**src/rtl/freq_meter_if.sv**
```systemverilog
// Signal bundle between the frequency meter and its consumer (stimulus + VGA readout).
// The master side drives the measured signal and enable; the slave side is the meter.
interface freq_meter_if #(
  parameter int unsigned CNT_W = 32
) ();
  logic             sig_in;
  logic             en;
  logic [CNT_W-1:0] freq_cnt;
  logic             freq_valid;
  logic             overflow;
  logic             busy;

  modport master (
    output sig_in,
    output en,
    input  freq_cnt,
    input  freq_valid,
    input  overflow,
    input  busy
  );

  modport slave (
    input  sig_in,
    input  en,
    output freq_cnt,
    output freq_valid,
    output overflow,
    output busy
  );
endinterface

```
**src/rtl/freq_meter.sv**
```systemverilog
// Gated edge counter: counts rising edges of an asynchronous signal over GATE_CYCLES clk cycles
// and publishes the count (saturating at 2^CNT_W-1) once per completed window.
module freq_meter #(
  parameter int unsigned CLK_HZ      = 100_000_000,
  parameter int unsigned GATE_CYCLES = 100_000_000,
  parameter int unsigned CNT_W       = 32
) (
  input logic         clk,
  input logic         rst_n,
  freq_meter_if.slave bus_io
);

  localparam int unsigned      GateW    = (GATE_CYCLES > 1) ? $clog2(GATE_CYCLES) : 1;
  localparam logic [GateW-1:0] GateLast = GateW'(GATE_CYCLES - 1);
  localparam logic [CNT_W-1:0] CntMax   = '1;

  if (GATE_CYCLES < 2 || CLK_HZ == 0) begin : g_param_check
    $error("freq_meter: GATE_CYCLES must be >= 2 and CLK_HZ non-zero");
  end

  typedef enum logic [0:0] {StIdle, StGate} state_e;

  state_e           state_q, state_d;
  logic             s1_q, s2_q, s3_q;
  logic [GateW-1:0] gate_cnt_q, gate_cnt_d;
  logic [CNT_W-1:0] edge_cnt_q, edge_cnt_d, edge_sum;
  logic             ovf_q, ovf_d, ovf_sum;
  logic [CNT_W-1:0] freq_cnt_q, freq_cnt_d;
  logic             overflow_q, overflow_d;
  logic             freq_valid_q, freq_valid_d;
  logic             rise, busy, last;

  // Fixed 3-cycle path from sig_in to rise, so window boundaries never drop an edge.
  assign rise = s2_q & ~s3_q;

  always_ff @(posedge clk or posedge rst_n) begin
    if (rst_n) begin
      state_q <= StIdle;
    end else begin
      state_q <= state_d;
    end
  end

  always_comb begin
    state_d = state_q;
    unique case (state_q)
      StIdle:  if (bus_io.en) state_d = StGate;
      StGate:  if (!bus_io.en) state_d = StIdle;
      default: state_d = StIdle;
    endcase
  end

  always_comb begin
    busy = (state_q == StGate);
    last = busy && (gate_cnt_q == GateLast);
  end

  always_comb begin
    edge_sum = edge_cnt_q;
    ovf_sum  = ovf_q;
    if (rise) begin
      if (edge_cnt_q == CntMax) ovf_sum = 1'b1;
      else                      edge_sum = edge_cnt_q + 1'b1;
    end
    // Counters restart at zero on idle, abort and window rollover alike.
    gate_cnt_d = '0;
    edge_cnt_d = '0;
    ovf_d      = 1'b0;
    if (busy && !last && bus_io.en) begin
      gate_cnt_d = gate_cnt_q + 1'b1;
      edge_cnt_d = edge_sum;
      ovf_d      = ovf_sum;
    end
    freq_cnt_d   = last ? edge_sum : freq_cnt_q;
    overflow_d   = last ? ovf_sum : overflow_q;
    freq_valid_d = last;
  end

  always_ff @(posedge clk or posedge rst_n) begin
    if (rst_n) begin
      s1_q         <= 1'b0;
      s2_q         <= 1'b0;
      s3_q         <= 1'b0;
      gate_cnt_q   <= '0;
      edge_cnt_q   <= '0;
      ovf_q        <= 1'b0;
      freq_cnt_q   <= '0;
      overflow_q   <= 1'b0;
      freq_valid_q <= 1'b0;
    end else begin
      s1_q         <= bus_io.sig_in;
      s2_q         <= s1_q;
      s3_q         <= s2_q;
      gate_cnt_q   <= gate_cnt_d;
      edge_cnt_q   <= edge_cnt_d;
      ovf_q        <= ovf_d;
      freq_cnt_q   <= freq_cnt_d;
      overflow_q   <= overflow_d;
      freq_valid_q <= freq_valid_d;
    end
  end

  assign bus_io.freq_cnt   = freq_cnt_q;
  assign bus_io.freq_valid = freq_valid_q;
  assign bus_io.overflow   = overflow_q;
  assign bus_io.busy       = busy;

endmodule
```
**src/flat_wrapper.sv**
```systemverilog
// flat-port wrapper written by rule: the top's interface ports become plain ports
module freq_meter_flat 
#(
  parameter int unsigned CLK_HZ      = 100_000_000,
  parameter int unsigned GATE_CYCLES = 100_000_000,
  parameter int unsigned CNT_W       = 32
)
  (clk, rst_n, bus_io_sig_in, bus_io_en, bus_io_freq_cnt, bus_io_freq_valid, bus_io_overflow, bus_io_busy);
  freq_meter_if #(.CNT_W(CNT_W)) bus_io_i ();
  input logic clk;
  input logic rst_n;
  input wire logic [$bits(bus_io_i.sig_in)-1:0] bus_io_sig_in;
  input wire logic [$bits(bus_io_i.en)-1:0] bus_io_en;
  output wire logic [$bits(bus_io_i.freq_cnt)-1:0] bus_io_freq_cnt;
  output wire logic [$bits(bus_io_i.freq_valid)-1:0] bus_io_freq_valid;
  output wire logic [$bits(bus_io_i.overflow)-1:0] bus_io_overflow;
  output wire logic [$bits(bus_io_i.busy)-1:0] bus_io_busy;
  assign bus_io_i.sig_in = bus_io_sig_in;
  assign bus_io_i.en = bus_io_en;
  assign bus_io_freq_cnt = bus_io_i.freq_cnt;
  assign bus_io_freq_valid = bus_io_i.freq_valid;
  assign bus_io_overflow = bus_io_i.overflow;
  assign bus_io_busy = bus_io_i.busy;
  freq_meter #(.CLK_HZ(CLK_HZ), .GATE_CYCLES(GATE_CYCLES), .CNT_W(CNT_W)) u_core (.clk(clk), .rst_n(rst_n), .bus_io(bus_io_i));
endmodule
```
**config.mk**
```make
export PLATFORM = sky130hd
export DESIGN_NAME = freq_meter_flat
export DESIGN_NICKNAME = d
export VERILOG_FILES = /design/src/rtl/freq_meter_if.sv /design/src/rtl/freq_meter.sv /design/src/flat_wrapper.sv
export SDC_FILE = /design/constraint.sdc
export NUM_CORES = 1
export LEC_CHECK = 0
export BUFFER_PORTS_ARGS = -buffer_cell sky130_fd_sc_hd__buf_2
export CAP_MARGIN = 0
export CORE_MARGIN = 2
export CORE_UTILIZATION = 55
export DETAILED_ROUTE_END_ITERATION = 12
export GPL_TIMING_DRIVEN = 0
export PLACE_DENSITY = 0.7
export SYNTH_ARGS = -nofsm -noshare
export SYNTH_HDL_FRONTEND = slang
export SYNTH_SLANG_ARGS = --single-unit
```
**constraint.sdc**
```tcl
create_clock -name clk -period 3.8 [get_ports clk]
set_input_delay 0.19 -clock clk [delete_from_list [all_inputs] [get_ports clk]]
set_output_delay 0.19 -clock clk [all_outputs]
set_load 0.01 [all_outputs]
```
# --- Yosys cells after proc, flatten, opt, wreduce, memory -nomap -nowiden ---
# Index checks and enable logic that the tools add are counted.
op_classes:
  muxes: 8
  addsub: 2
  reduce_logical: 4
  bitwise: 2
  n_eq_ne: 2
ops:
  columns: ["operator", "n"]
  rows:
  - ["$mux 32", 3]
  - ["$add 32x1->32 const B", 1]
  - ["$eq 32x32->1 const B", 1]
  - ["$add 27x1->27 const B", 1]
  - ["$eq 27x27->1 const B", 1]
  - ["$mux 27", 1]
  - ["$mux 1", 4]
  - ["$logic_and 1x1->1", 3]
  - ["$and 1x1->1", 1]
  - ["$logic_not 1->1", 1]
  - ["$not 1->1", 1]
word_totals:
  output_inout_bits: 35
  wordCells: 28
  inputBits: 4
  reg_bits: 98

# --- Longest topological paths before layout ---
depth:
  depth_word: 6
  depth_mapped: 9
  depth_no_buf: 6

# --- Worst setup path before layout ---
# No wires, ideal clock.
synth_path:
  path_type: "register -> register"
  from: "register u_core.gate_cnt_q[0]"
  to: "register u_core.edge_cnt_q[12]"
  path_slack_ps: 1700
  setup_ps: 72
  t_arrival_ps: 2027
  required_ps: 3728
  period_less_slack_ps: 2100
  n_path_buf: 3
  path_stages_with_launch: 10
  path_cell_list: "dfrtp_1 -> ha_1 -> and3_1 -> and2_1 -> and4_1 -> or2_2 -> clkbuf_1 -> buf_2 -> buf_1 -> nor2_1"
synth_via:
  elab_chain_cells: 6
synth_rtl:
  columns: ["item", "line_no", "source"]
  rows:
  - ["start, declared", "freq_meter.sv:25", "logic [GateW-1:0] gate_cnt_q, gate_cnt_d;"]
  - ["start signal, assigned", "freq_meter.sv:94", "gate_cnt_q <= gate_cnt_d;"]
  - ["$eq 27x27->1", "freq_meter.sv:55", "last = busy && (gate_cnt_q == GateLast);"]
  - ["$logic_and 1x1->1", "freq_meter.sv:55", null]
  - ["$logic_not 1->1", "freq_meter.sv:69", "if (busy && !last && bus_io.en) begin"]
  - ["$logic_and 1x1->1 (2 in series)", "freq_meter.sv:69", null]
  - ["$mux 32", "freq_meter.sv:69", null]
  - ["via u_core.edge_cnt_d[12]", "freq_meter.sv:26", "logic [CNT_W-1:0] edge_cnt_q, edge_cnt_d, edge_sum;"]
  - ["end signal, assigned", "freq_meter.sv:95", "edge_cnt_q <= edge_cnt_d;"]
  - ["end, declared", "freq_meter.sv:26", null]
# The timed path passes the listed nets, and every way through them passes these cells.
# A chain may end at the register's enable or synchronous reset.

# --- Final worst setup path ---
layout_path:
  from: "register u_core.edge_cnt_q[21]"
  to: "register u_core.freq_cnt_q[15] (netlist: u_core.bus_io.freq_cnt[15])"
layout_via:
  elab_chain_cells: 3
layout_rtl:
  columns: ["item", "line_no", "source"]
  rows:
  - ["$eq 32x32->1", "freq_meter.sv:62", "if (edge_cnt_q == CntMax) ovf_sum = 1'b1;"]
  - ["$mux 32", "freq_meter.sv:62", null]
  - ["$mux 32", "freq_meter.sv:61", "if (rise) begin"]
  - ["end signal, assigned", "freq_meter.sv:97", "freq_cnt_q <= freq_cnt_d;"]
  - ["end, declared", "freq_meter.sv:28", "logic [CNT_W-1:0] freq_cnt_q, freq_cnt_d;"]
# No other way between the ends.

==> impl_results.md <==
- Status: completed
- Ports: 39
- Sink Count: 98
- IO Port Bufs: 38
- CTS tree: built
- Crit-path max FO: 10
- Family with the most delay on the worst path: simple AND/OR/NAND/NOR gates
- Die X-Extent: 97.36 um
- Wire per inst: 16.41 um
- Relative slew margins: 0.5879
- Worst Hold Launch: u_core.s1_q$_DFF_PP0_
- Die Ht: roughly 100 um
- Fin crit share: 0.6865
- EDFF count, synth: 0
- Main synth FF type: dfrtp_1
- Total gr overflow: 0
- Post-synthesis register bit count: 98
- Area added between synthesis and finish: 12.22%
- Unique masters post-synth: 48
- # setup viols final: 0
- RSZ-0062 raised after global routing: no
- Pins Over Slew Limit: 0
- Clock Path Buffers: 2
- Row Count: 34
- Via count: 3985
- Flop2flop setup slack: approximately 1.2 ns
- Max cap viols: 0
- Crit path DAT: 2.84 ns
- DRT antenna net count: 0
- Fraction of registers with async set/reset: 1.000
- Crit path kind: flop to flop
- Mapped Cells: 498
- Antenna cells: 0
- Synth Cell Area: 4793 um^2
- Max VDD drop: 0.0001980 V
- Cts bufs inserted: 9
- Post-Syn Area per Cell: just under 10 um^2
- Crit-path cells: nand4_1 -> or4_1 -> buf_2 -> nor4_4 -> clkbuf_2 -> or3_1 -> a31oi_1
- Worst Path Required: 4.03 ns
- DRC errors left: 0
- Crit-path slowest cell: or4_1
- Routability cong.: 0.8483
- Core area: 8593 um^2
- Hold slack: ~0.36 ns
- Register area share after synthesis: 0.5116
- Cell depth of the worst flop-to-flop path: 7
- Starting density of the core: 0.5578
- Largest net degree at the start of global routing: 62
- Synthesized Nets: 504
- Hpwl dp: 7.568 mm
- # hold bufs at CTS: 3
- Vias per cell: 6.002
- Clk_lat worst skew: 0.37 ns
- Hold Fails Final Rpt: 0
- WL final: around 11 mm
- Reg-to-Reg End: u_core.bus_io.freq_cnt[15]$_DFFE_PP0P_
- Number of DRC markers in iteration 0: around 190
- Clock Tree Root: clkbuf_8
- Hold endpoint: u_core.s2_q$_DFF_PP0_
- Tightest Pin Transition: approximately 0.61 ns
- Crit path buffers/inverters: 2
- Hold depth: 0
- Pwr Density: 333.9 nW/um^2
- Slowest stage delay, CP: 0.55 ns
- HP Class: flop to flop
- Nets: roughly 560
- Final min period: approximately 2.6 ns
- Post-CTS setup buffers: 0
- Initial antenna violation count: 0
- Leakage power: 2.241 nW
- YS warnings: 0
- Share of cells above drive strength 1: 0.1349
- Finished Core Util: 0.6259
- Post-CTS Resized: 0
- Setup crit end kind: flop
- Vias in the first global route: 3752
- CTS H-tree depth: 3
- Die Area: roughly 9500 um^2
- Worst-path clk slew: 0.10 ns
- DR pass1 iterations: 5
- First-pass GRT wire length: 18.77 mm
- Final Skew: about 0.014 ns
- F_max: 0.3834 GHz
- Worst R2R Start: u_core.edge_cnt_q[21]$_DFF_PP0_
- Aggregate global-route resource usage: 0.2463
- Crit start category: flop
-- metrics by stage --
| step | instance area (um^2) | total power, mW | cells | setup slack [ns] | TNS, ns |
|---|---|---|---|---|---|
| floorplan | 4793 | 1.099 | 498 | 1.048 | 0 |
| global placement | 5119 | 1.114 | 644 | -0.1060 | -9.655 |
| detailed placement | 5149 | 1.119 | 645 | 1.230 | 0 |
| CTS | 5379 | 1.808 | 664 | 1.196 | 0 |
| global route | 5379 | 1.854 | 664 | 0.9594 | 0 |
| finish | 5379 | 1.796 | 664 | 1.191 | 0 |
-- cell families after synthesis --
kind of cell / after synthesis / share of synthesized area
AND/OR/NAND/NOR: 241 / 0.2725
flip-flops: 98 / 0.5116
AO/OA/AOI/OAI: 90 / 0.1182
XOR/XNOR: 33 / 0.06030
buffers and inverters: 33 / 0.03001
adder cells (fa/ha/maj): 2 / 0.005220
multiplexers: 1 / 0.002088
-- area by class of cell --
class / count / area [um^2]
clock inverters: 7 / 76.32
plain buffers: 25 / 113.9
flip-flops and latches: 98 / 2452
fillers: 749 / 3214
well taps: 108 / 135.1
repair buffers: 42 / 247.7
clock buffers: 9 / 123.9
inverters: 8 / 32.53
multi-input cells: 367 / 2197
-- cells in the final DEF (no fill, tap or decap), drive strengths merged, types with 2 or more instances in the layout --
cell,Yosys,routed
and4,13,13
dlygate4sd3,0,3
nor2,53,53
o211ai,13,13
dfrtp,98,98
a311oi,2,2
a2111oi,2,2
clkbuf,19,28
nand2,45,45
or4,15,15
nand4,16,16
and2,8,8
xor2,5,5
nor4,13,13
a31oi,11,11
or3,20,20
clkinv,0,2
inv,8,10
nand3,31,31
buf,6,45
xnor2,28,28
o31ai,3,3
a21oi,25,25
o21ai,31,31
ha,2,2
nor3,9,9
clkinvlp,0,2
and3,9,9
-- cell usage after synthesis, types with 2 or more instances --
| cell | instances | area share |
|---|---|---|
| a2111oi_0 | 2 | 0.0037 |
| a21oi_1 | 25 | 0.026 |
| a311oi_1 | 2 | 0.0037 |
| a31oi_1 | 10 | 0.013 |
| and2_1 | 8 | 0.010 |
| and3_1 | 9 | 0.012 |
| and4_1 | 13 | 0.024 |
| buf_2 | 3 | 0.0031 |
| buf_6 | 2 | 0.0047 |
| clkbuf_1 | 18 | 0.014 |
| dfrtp_1 | 98 | 0.51 |
| ha_1 | 2 | 0.0052 |
| inv_1 | 8 | 0.0063 |
| nand2_1 | 45 | 0.035 |
| nand3_1 | 31 | 0.032 |
| nand4_1 | 15 | 0.020 |
| nor2_1 | 53 | 0.042 |
| nor3_1 | 9 | 0.0094 |
| nor4_1 | 12 | 0.016 |
| o211ai_1 | 13 | 0.020 |
| o21ai_0 | 22 | 0.023 |
| o21ai_1 | 2 | 0.0021 |
| o21ai_2 | 7 | 0.013 |
| o31ai_1 | 2 | 0.0031 |
| or3_1 | 19 | 0.025 |
| or4_1 | 15 | 0.023 |
| xnor2_1 | 28 | 0.051 |
| xor2_1 | 5 | 0.0091 |
-- worst register-to-register path, delay by kind of cell (launching register included) --
family                 cells  cell delay (ns)
buffers and inverters      2             0.51
AND/OR/NAND/NOR            4             1.39
AO/OA/AOI/OAI              1             0.09
flip-flops                 1             0.49
-- state kept, by name (all words and copies together), names as in the netlist --
name / cells
u_core.bus_io.freq_valid: 1
u_core.s1_q: 1
u_core.s3_q: 1
u_core.bus_io.busy: 1
u_core.gate_cnt_q: 27
u_core.edge_cnt_q: 32
u_core.bus_io.freq_cnt: 32
u_core.bus_io.overflow: 1
u_core.s2_q: 1
u_core.ovf_q: 1
-- power by group --
part,internal [mW],leakage [nW],switching (mW)
Clock,0.309,0.0962,0.389
Combinational,0.0115,0.785,0.0379
Sequential,1.05,1.36,0.00346
-- metal layers --
| layer | up-vias | wire length [um] | global-route usage |
|---|---|---|---|
| met5 | - | 0 | 0 |
| met4 | 0 | 156 | 0.07265 |
| met3 | 14 | 479 | 0.04460 |
| met2 | 90 | 5005 | 0.3803 |
| met1 | 1953 | 5253 | 0.3601 |
| li1 | 1928 | - | - |
-- worst max path at each step --
stage,cells after the start,slack [ns],end,from
global route,9,0.96,u_core.edge_cnt_q[14]$_DFF_PP0_,u_core.gate_cnt_q[0]$_DFF_PP0_
global placement,2,-0.11,u_core.bus_io.freq_valid$_DFF_PP0_,rst_n
finish,7,1.19,u_core.bus_io.freq_cnt[15]$_DFFE_PP0P_,u_core.edge_cnt_q[21]$_DFF_PP0_
floorplan,1,1.05,u_core.bus_io.busy$_DFF_PP0_,rst_n
detailed placement,9,1.23,u_core.edge_cnt_q[14]$_DFF_PP0_,u_core.gate_cnt_q[0]$_DFF_PP0_
CTS,9,1.20,u_core.edge_cnt_q[14]$_DFF_PP0_,u_core.gate_cnt_q[0]$_DFF_PP0_
Power figures use the tool's default switching activity.
